### src/rtl/fft_pkg.sv
// Shared constants and types for the FFT datapath complex-multiply stage.
package fft_pkg;

    localparam int DATA_W_DEF = 16;   // input component width
    localparam int FRAC_W_DEF = 14;   // fractional bits of the twiddle (Q1.14)
    localparam int OUT_W_DEF  = 16;   // output component width after saturation
    localparam int TAG_W_DEF  = 4;    // sideband tag width
    localparam int LATENCY    = 4;    // enabled cycles from input transfer to out_valid

    // One complex sample at the default component width.
    typedef struct packed {
        logic signed [DATA_W_DEF-1:0] re;
        logic signed [DATA_W_DEF-1:0] im;
    } cplx_t;

endpackage

### src/rtl/cmul_pipe_if.sv
// Valid/ready stream bundle for cmul_pipe: operand side and result side.
interface cmul_pipe_if import fft_pkg::*; #(
    parameter int DATA_W = DATA_W_DEF,
    parameter int OUT_W  = OUT_W_DEF,
    parameter int TAG_W  = TAG_W_DEF
);
    logic                     in_valid;
    logic                     in_ready;
    logic                     conj_b;
    logic signed [DATA_W-1:0] a_re;
    logic signed [DATA_W-1:0] a_im;
    logic signed [DATA_W-1:0] b_re;
    logic signed [DATA_W-1:0] b_im;
    logic [TAG_W-1:0]         in_tag;
    logic                     out_valid;
    logic                     out_ready;
    logic signed [OUT_W-1:0]  out_re;
    logic signed [OUT_W-1:0]  out_im;
    logic [TAG_W-1:0]         out_tag;
    logic                     out_sat;

    // Producer of operands and consumer of results.
    modport master (
        output in_valid, conj_b, a_re, a_im, b_re, b_im, in_tag, out_ready,
        input  in_ready, out_valid, out_re, out_im, out_tag, out_sat
    );

    // The multiplier itself.
    modport slave (
        input  in_valid, conj_b, a_re, a_im, b_re, b_im, in_tag, out_ready,
        output in_ready, out_valid, out_re, out_im, out_tag, out_sat
    );
endinterface

### src/rtl/cmul_pipe_sat_round.sv
// Combinational round-half-up, arithmetic right shift by FRAC_W, and
// saturation to a signed OUT_W result with a saturation flag.
module sat_round #(
    parameter int IN_W   = 36,
    parameter int FRAC_W = 14,
    parameter int OUT_W  = 16
) (
    input  logic signed [IN_W-1:0]  din,
    output logic signed [OUT_W-1:0] dout,
    output logic                    sat
);
    // One guard bit so adding the rounding constant can never wrap.
    localparam int EXT_W = IN_W + 1;
    localparam logic [EXT_W-1:0] ONE  = {{(EXT_W-1){1'b0}}, 1'b1};
    localparam logic [EXT_W-1:0] HALF = ONE << (FRAC_W - 1);
    localparam logic signed [EXT_W-1:0] MAXV = $signed((ONE << (OUT_W - 1)) - ONE);
    localparam logic signed [EXT_W-1:0] MINV = -$signed(ONE << (OUT_W - 1));

    logic signed [EXT_W-1:0] din_x;
    logic signed [EXT_W-1:0] biased;
    logic signed [EXT_W-1:0] shifted;

    // Bias, shift, then clamp into the output range.
    always_comb begin
        din_x   = {din[IN_W-1], din};
        biased  = din_x + $signed(HALF);
        shifted = biased >>> FRAC_W;
        dout    = shifted[OUT_W-1:0];
        sat     = 1'b0;
        if (shifted > MAXV) begin
            dout = MAXV[OUT_W-1:0];
            sat  = 1'b1;
        end else if (shifted < MINV) begin
            dout = MINV[OUT_W-1:0];
            sat  = 1'b1;
        end
    end
endmodule

### src/rtl/cmul_pipe.sv
// Four-stage pipelined fixed-point complex multiplier (3-multiplier Gauss
// form) with optional conjugation of b, round/saturate, valid/ready flow
// control and a sideband tag that follows each sample.
module cmul_pipe import fft_pkg::*; #(
    parameter int DATA_W = DATA_W_DEF,
    parameter int FRAC_W = FRAC_W_DEF,
    parameter int OUT_W  = OUT_W_DEF,
    parameter int TAG_W  = TAG_W_DEF
) (
    input logic       clk,
    input logic       rst,
    cmul_pipe_if.slave bus
);
    localparam int SUM_W  = DATA_W + 2;
    localparam int PROD_W = 2 * DATA_W + 3;
    localparam int FULL_W = 2 * DATA_W + 4;

    // Whole pipeline moves as one; a stalled result freezes every stage.
    logic en;
    logic v1_reg, v2_reg, v3_reg, v4_reg;

    assign en            = bus.out_ready | ~v4_reg;
    assign bus.in_ready  = en;
    assign bus.out_valid = v4_reg;

    // ---------------- S1 combinational: conjugate and pre-add ----------------
    logic signed [DATA_W:0]   b_im_w;
    logic signed [DATA_W:0]   bi_next;
    logic signed [SUM_W-1:0]  a_re_x, a_im_x, b_re_x, bi_x;
    logic signed [SUM_W-1:0]  s1_next, s2_next, s3_next;

    // Negation is done one bit wider so -(-2^(DATA_W-1)) stays exact.
    always_comb begin
        b_im_w  = {bus.b_im[DATA_W-1], bus.b_im};
        bi_next = bus.conj_b ? -b_im_w : b_im_w;
        a_re_x  = {{2{bus.a_re[DATA_W-1]}}, bus.a_re};
        a_im_x  = {{2{bus.a_im[DATA_W-1]}}, bus.a_im};
        b_re_x  = {{2{bus.b_re[DATA_W-1]}}, bus.b_re};
        bi_x    = {bi_next[DATA_W], bi_next};
        s1_next = a_re_x + a_im_x;
        s2_next = bi_x - b_re_x;
        s3_next = b_re_x + bi_x;
    end

    logic signed [SUM_W-1:0]  s1_reg, s2_reg, s3_reg;
    logic signed [DATA_W-1:0] a_re_reg, a_im_reg, b_re_reg;
    logic [TAG_W-1:0]         tag1_reg, tag2_reg, tag3_reg;

    // ---------------- S2 combinational: the three products ----------------
    logic signed [PROD_W-1:0] b_re_p, a_re_p, a_im_p, s1_p, s2_p, s3_p;
    logic signed [PROD_W-1:0] k1_next, k2_next, k3_next;
    logic signed [PROD_W-1:0] k1_reg, k2_reg, k3_reg;

    // Operands are sign-extended to the product width before multiplying.
    always_comb begin
        b_re_p  = {{(PROD_W-DATA_W){b_re_reg[DATA_W-1]}}, b_re_reg};
        a_re_p  = {{(PROD_W-DATA_W){a_re_reg[DATA_W-1]}}, a_re_reg};
        a_im_p  = {{(PROD_W-DATA_W){a_im_reg[DATA_W-1]}}, a_im_reg};
        s1_p    = {{(PROD_W-SUM_W){s1_reg[SUM_W-1]}}, s1_reg};
        s2_p    = {{(PROD_W-SUM_W){s2_reg[SUM_W-1]}}, s2_reg};
        s3_p    = {{(PROD_W-SUM_W){s3_reg[SUM_W-1]}}, s3_reg};
        k1_next = b_re_p * s1_p;
        k2_next = a_re_p * s2_p;
        k3_next = a_im_p * s3_p;
    end

    // ---------------- S3 combinational: post-add into full width ----------------
    logic signed [FULL_W-1:0] k1_f, k2_f, k3_f;
    logic signed [FULL_W-1:0] re_next, im_next;
    logic signed [FULL_W-1:0] full_reg [2];

    // re = k1 - k3, im = k1 + k2.
    always_comb begin
        k1_f    = {k1_reg[PROD_W-1], k1_reg};
        k2_f    = {k2_reg[PROD_W-1], k2_reg};
        k3_f    = {k3_reg[PROD_W-1], k3_reg};
        re_next = k1_f - k3_f;
        im_next = k1_f + k2_f;
    end

    // ---------------- S4 combinational: round and saturate (index 0 = re, 1 = im) ----------------
    logic signed [OUT_W-1:0] rnd [2];
    logic [1:0]              sat_flag;

    generate
        for (genvar gi = 0; gi < 2; gi++) begin : g_sat
            sat_round #(
                .IN_W   (FULL_W),
                .FRAC_W (FRAC_W),
                .OUT_W  (OUT_W)
            ) u_sat_round (
                .din  (full_reg[gi]),
                .dout (rnd[gi]),
                .sat  (sat_flag[gi])
            );
        end
    endgenerate

    // Datapath registers for S1..S3; only valid bits need clearing on reset.
    always_ff @(posedge clk) begin
        if (en) begin
            s1_reg      <= s1_next;
            s2_reg      <= s2_next;
            s3_reg      <= s3_next;
            a_re_reg    <= bus.a_re;
            a_im_reg    <= bus.a_im;
            b_re_reg    <= bus.b_re;
            tag1_reg    <= bus.in_tag;
            k1_reg      <= k1_next;
            k2_reg      <= k2_next;
            k3_reg      <= k3_next;
            tag2_reg    <= tag1_reg;
            full_reg[0] <= re_next;
            full_reg[1] <= im_next;
            tag3_reg    <= tag2_reg;
        end
    end

    logic signed [OUT_W-1:0] out_re_reg, out_im_reg;
    logic [TAG_W-1:0]        out_tag_reg;
    logic                    out_sat_reg;

    // Stage valid bits and the S4 output register; reset drops all in-flight samples.
    always_ff @(posedge clk) begin
        if (rst) begin
            v1_reg      <= 1'b0;
            v2_reg      <= 1'b0;
            v3_reg      <= 1'b0;
            v4_reg      <= 1'b0;
            out_re_reg  <= '0;
            out_im_reg  <= '0;
            out_tag_reg <= '0;
            out_sat_reg <= 1'b0;
        end else if (en) begin
            v1_reg      <= bus.in_valid;
            v2_reg      <= v1_reg;
            v3_reg      <= v2_reg;
            v4_reg      <= v3_reg;
            out_re_reg  <= rnd[0];
            out_im_reg  <= rnd[1];
            out_tag_reg <= tag3_reg;
            out_sat_reg <= |sat_flag;
        end
    end

    assign bus.out_re  = out_re_reg;
    assign bus.out_im  = out_im_reg;
    assign bus.out_tag = out_tag_reg;
    assign bus.out_sat = out_sat_reg;

endmodule

### src/flat_wrapper.sv
// flat-port wrapper written by rule: the top's interface ports become plain ports
module cmul_pipe_flat import fft_pkg::*;
#(
    parameter int DATA_W = DATA_W_DEF,
    parameter int FRAC_W = FRAC_W_DEF,
    parameter int OUT_W  = OUT_W_DEF,
    parameter int TAG_W  = TAG_W_DEF
)
  (clk, rst, bus_in_valid, bus_conj_b, bus_a_re, bus_a_im, bus_b_re, bus_b_im, bus_in_tag, bus_out_ready, bus_in_ready, bus_out_valid, bus_out_re, bus_out_im, bus_out_tag, bus_out_sat);
  cmul_pipe_if #(.DATA_W(DATA_W), .OUT_W(OUT_W), .TAG_W(TAG_W)) bus_i ();
  input logic clk;
  input logic rst;
  input wire logic [$bits(bus_i.in_valid)-1:0] bus_in_valid;
  input wire logic [$bits(bus_i.conj_b)-1:0] bus_conj_b;
  input wire logic [$bits(bus_i.a_re)-1:0] bus_a_re;
  input wire logic [$bits(bus_i.a_im)-1:0] bus_a_im;
  input wire logic [$bits(bus_i.b_re)-1:0] bus_b_re;
  input wire logic [$bits(bus_i.b_im)-1:0] bus_b_im;
  input wire logic [$bits(bus_i.in_tag)-1:0] bus_in_tag;
  input wire logic [$bits(bus_i.out_ready)-1:0] bus_out_ready;
  output wire logic [$bits(bus_i.in_ready)-1:0] bus_in_ready;
  output wire logic [$bits(bus_i.out_valid)-1:0] bus_out_valid;
  output wire logic [$bits(bus_i.out_re)-1:0] bus_out_re;
  output wire logic [$bits(bus_i.out_im)-1:0] bus_out_im;
  output wire logic [$bits(bus_i.out_tag)-1:0] bus_out_tag;
  output wire logic [$bits(bus_i.out_sat)-1:0] bus_out_sat;
  assign bus_i.in_valid = bus_in_valid;
  assign bus_i.conj_b = bus_conj_b;
  assign bus_i.a_re = bus_a_re;
  assign bus_i.a_im = bus_a_im;
  assign bus_i.b_re = bus_b_re;
  assign bus_i.b_im = bus_b_im;
  assign bus_i.in_tag = bus_in_tag;
  assign bus_i.out_ready = bus_out_ready;
  assign bus_in_ready = bus_i.in_ready;
  assign bus_out_valid = bus_i.out_valid;
  assign bus_out_re = bus_i.out_re;
  assign bus_out_im = bus_i.out_im;
  assign bus_out_tag = bus_i.out_tag;
  assign bus_out_sat = bus_i.out_sat;
  cmul_pipe #(.DATA_W(DATA_W), .FRAC_W(FRAC_W), .OUT_W(OUT_W), .TAG_W(TAG_W)) u_core (.clk(clk), .rst(rst), .bus(bus_i));
endmodule
### config.mk
export PLATFORM = sky130hd
export DESIGN_NAME = cmul_pipe_flat
export DESIGN_NICKNAME = d
export VERILOG_FILES = /design/src/rtl/fft_pkg.sv /design/src/rtl/cmul_pipe_if.sv /design/src/rtl/cmul_pipe_sat_round.sv /design/src/rtl/cmul_pipe.sv /design/src/flat_wrapper.sv
export SDC_FILE = /design/constraint.sdc
export NUM_CORES = 2
export LEC_CHECK = 0
export CELL_PAD_IN_SITES_DETAIL_PLACEMENT = 2
export CELL_PAD_IN_SITES_GLOBAL_PLACEMENT = 2
export CORE_AREA = 2 2 387 389
export CTS_BUF_LIST = sky130_fd_sc_hd__clkbuf_16
export CTS_CLUSTER_SIZE = 28
export DETAILED_ROUTE_END_ITERATION = 16
export DIE_AREA = 0 0 389 391
export PLACE_DENSITY_LB_ADDON = 0.1
export SETUP_SLACK_MARGIN = 0.4
export SLEW_MARGIN = 15
export SYNTH_ARGS = -nofsm -noshare
export SYNTH_HDL_FRONTEND = slang
export SYNTH_SLANG_ARGS = --single-unit
export TNS_END_PERCENT = 10
### constraint.sdc
create_clock -name clk -period 24.2 [get_ports clk]
set_clock_uncertainty 0.1 [all_clocks]
set_input_delay 4.84 -clock clk [delete_from_list [all_inputs] [get_ports clk]]
set_output_delay 4.84 -clock clk [all_outputs]
set_load 0.005 [all_outputs]
# Word-level counts from Yosys, hierarchy flattened
# Memory sizes are Yosys's and may differ from the RTL's.
# Index checks and enable logic that the tools add are counted.
op_classes:
  addsub: 8
  n_mul: 3
  n_div: 0
  order_cmp: 4
  n_eq_ne: 0
  shifts: 0
  mux: 11
  bitwise_logic: 2
  reduce_logical: 1
ops:
  columns: ["op", "count"]
  rows:
  - ["$add 36x15->37 const B", 2]
  - ["$mul 16x18->34", 2]
  - ["$mux 16", 4]
  - ["$gt 23x16->1 const B", 2]
  - ["$lt 23x16->1 const B", 2]
  - ["$add 33x34->35", 1]
  - ["$sub 33x34->35", 1]
  - ["$mul 16x17->33", 1]
  - ["$add 16x17->18", 1]
  - ["$sub 17x16->18", 1]
  - ["$add 16x16->17", 1]
  - ["$mux 17", 1]
  - ["$neg 16->17", 1]
  - ["$mux 1", 6]
  - ["$reduce_or 2->1", 1]
  - ["$not 1->1", 1]
  - ["$or 1x1->1", 1]
totals:
  ff_bits: 255
  latchBits: 0
  ram_bits: 72
  romBits: 0
  input_bits: 73
  word_cells: 50
  n_memories: 1
mem_list:
  columns: ["name", "words", "width", "rd", "rd_ports_with_merged_regs", "write_ports", "line", "rtl"]
  rows:
  - ["u_core.full_reg", 2, 36, 2, 0, 2, "cmul_pipe.sv:70", "logic signed [FULL_W-1:0] full_reg [2];"]

# Depth between registers and ports, before layout
depth:
  depth_word: 5
  ltp_mapped: 25

# By module
# Synthesis repeated with hierarchy kept, for this count alone.
hier_totals:
  hier_cells: 4983
  area_unflattened_um2: 48957.0
modules_own_cells:
  columns: ["mod", "instances", "cells_per_inst", "area_each_um2", "seq_area_each_um2"]
  rows:
  - ["cmul_pipe", 1, 4775, 47435.5, 9318.9]
  - ["sat_round", 2, 104, 760.7, 0.0]

# Least setup slack after synthesis
# No wires, ideal clock.
synth_path:
  path_type: "input -> output"
  from: "in bus_out_ready"
  to: "out bus_in_ready"
  arrival_time_ns: 12.372
  t_required_ns: 19.260
  path_slack_ns: 6.888
  path_stages: 4
  n_path_buf: 2
  path_cell_list: "nor2b_1 -> clkbuf_1 -> clkinv_1 -> clkbuf_1"
synth_via:
  elab_chain_cells: 1
synth_lines:
  columns: ["item", "line", "rtl"]
  rows:
  - ["from (decl)", "flat_wrapper.sv:20", "input wire logic [$bits(bus_i.out_ready)-1:0] bus_out_ready;"]
  - ["$or 1x1->1", "cmul_pipe.sv:22", "assign en = bus.out_ready | ~v4_reg;"]
  - ["to (decl)", "flat_wrapper.sv:21", "output wire logic [$bits(bus_i.in_ready)-1:0] bus_in_ready;"]
# No other way between the ends.

# Final worst setup path
# Same ends and word-level chain as after synthesis.

==> summary.txt <==
Worst setup path
  • Crit path arrival time: 6.66 ns
  • Critical Path Start Type: input port
  • Largest fanout on the critical path: 82
  • CP required: 19.26 ns
  • Crit end category: output port
  • Critical path type: input port to output port

Placement
  • Gpl congestion: 0.786
  • # port buffers: 111
  • Post-DP HPWL: 123000 microns

Route
  • Initial drt markers: 1287
  • Drt total wl: 147000 microns
  • Pre-Repair DR Iteration Count: 5
  • Mean routed wirelength per cell: 21.4 microns
  • Post-route ant nets: 0
  • Routed vias/inst: 4.81
  • Residual DRC: 0
  • Via count: 33000

Global routing
  • Vias in the first global route: 38200
  • First-pass GRT wire length: 233000 microns
  • Initial antenna violation count: 6
  • Largest net degree at the start of global routing: 83
  • GRT Overall Usage: 20.2%
  • GR Overflow Total: 0

STA
  • Max Fclk: 0.0862 GHz
  • Max-slew violations: 0
  • Final setup TNS: 0 ns
  • Slew HR: 22.0%
  • Final setup violation count: 0
  • Final min period: 11.60 ns
  • RSZ-0062 raised after global routing: false
  • Final hold vios: 0
  • Worst Tran Pin Value: 1.17 ns
  • Part of the cycle the worst path needs: 47.9%

Synthesis
  • Yosys cell types: 79
  • Syn nets: 6129
  • Synth Area per Inst: 9.74 sq um
  • Sequential area share after synthesis: 18.2%
  • Synth warn: 0
  • Largest area contributor in the netlist: fa_1
  • Share of the synthesized area in the top cell type: 36.6%
  • Top cells by area, synth: fa_1 (37%), edfxtp_1 (16%), ha_1 (10%)
  • Top FF cell, synth: edfxtp_1
  • Ys async rst share: 0%
  • Post-synthesis register bit count: 298
  • Post-synth EDFFs: 257
  • Syn Std Cell Area: 0.0470 sq mm
  • Cells after Synth: 4822

CTS
  • Clk buf depth: 3
  • Post-CTS Hold Buffers: 0
  • # H-tree levels: 2
  • Clk_lat worst skew: 0.64 ns
  • Clock transition at the registers of the reported paths: 0.06 ns
  • PostCTS Resize Cnt: 0
  • CTS tree: yes
  • Root Buffer Master: clkbuf_16
  • Clk sinks: 298
  • CTS Buf Count: 43
  • # Post-CTS Setup Buffers: 0

Floorplanning
  • Chip width: 389 microns
  • Boundary pin count: 112
  • Core box area: 0.149 sq mm
  • Row count: 142
  • Die height: 391 microns
  • Die ar.: 0.152 sq mm
  • Starting Density: 31.6%

Worst hold path
  • Worst hold path type: register to register

Final layout
  • Most frequent cells in the layout: inv_1 (1045), fa_1 (859), nand2_1 (518)
  • Max reg flops: 44
  • # nets final: 6188
  • Syn-to-layout area delta: 10.3%
  • Share of cells above drive strength 1: 3.03%
  • Commonest non-fill, non-tap cell in the layout: inv_1

Status
  • Outcome: complete, no violations

Job
  • Max-cap viol count: 0
## per-stage QoR
stage               instance area, sq um  setup WS (ns)  instances  util, %  hold WS, ns
global placement                   50300          12.53       6780     33.9        0.304
finish                             51800          12.60       6863     34.9        0.319
detailed placement                 50300          12.53       6780     33.9        0.306
floorplan                          47000           6.89       4822        -        0.300
CTS                                51800          12.53       6860     34.9        0.321
global route                       51800          12.48       6860     34.9        0.328
## final timing paths
path / from / to / slack [ns] / cells after the start
worst max-delay path: bus_out_ready / bus_in_ready / 12.60 / 5
worst min-delay path: u_core.tag2_reg[0] / u_core.tag3_reg[0] / 0.32 / 0
worst max register to register: u_core.a_re_reg[1] / u_core.k2_reg[32] / 16.33 / 20
worst min register to register: u_core.tag2_reg[0] / u_core.tag3_reg[0] / 0.32 / 0
## cell type report
class                           count  area [sq um]
Multi-Input combinational cell   3336         34000
Timing Repair Buffer              159          1470
Fill cell                       16300         96700
Clock inverter                     37           398
Clock buffer                       43          1080
Antenna cell                        3          7.51
Tap cell                         1944          2430
Inverter                         1043          3920
Sequential cell                   298          8540
## critical path, cell delays in order
cell             delay [ns]
clkdlybuf4s50_1        0.47
nor2b_2                0.05
buf_4                  0.21
inv_8                  0.40
clkdlybuf4s50_1        0.65
## kinds of logic after synthesis
kind of cell    Yosys count  share of synthesized area [%]
simple gates           1367                           14.4
fa+ha+maj              1234                           46.6
buf+inv                1188                           9.50
compound gates          514                           7.19
flops                   298                           18.2
xor+xnor                217                           4.05
mux                       4                         0.0853
## per-layer routing
layer / share of wire [%] / routed length, microns / track usage [%]
met5: 0.012 / 18 / 0
met4: 1.6 / 2370 / 3.38
met3: 2.7 / 3980 / 2.04
met2: 48 / 71000 / 34.8
met1: 47 / 69800 / 27.7
## cell usage after synthesis, types with 22 or more instances
cell         n
inv_1     1042
fa_1       859
nand2_1    518
and2_1     420
ha_1       375
edfxtp_1   257
nor2_1     183
xnor2_1    156
clkbuf_1   138
a21oi_1    137
o21ai_0     99
xor2_1      61
a21o_1      50
nand3_1     44
nor3_1      44
dfxtp_1     41
nand2b_1    34
o21a_1      25
a211oi_1    24
nor2b_1     22
Power is left out: the tool's default activity adds up to more than one toggle a clock period on the data nets, which glitch-free logic cannot reach.
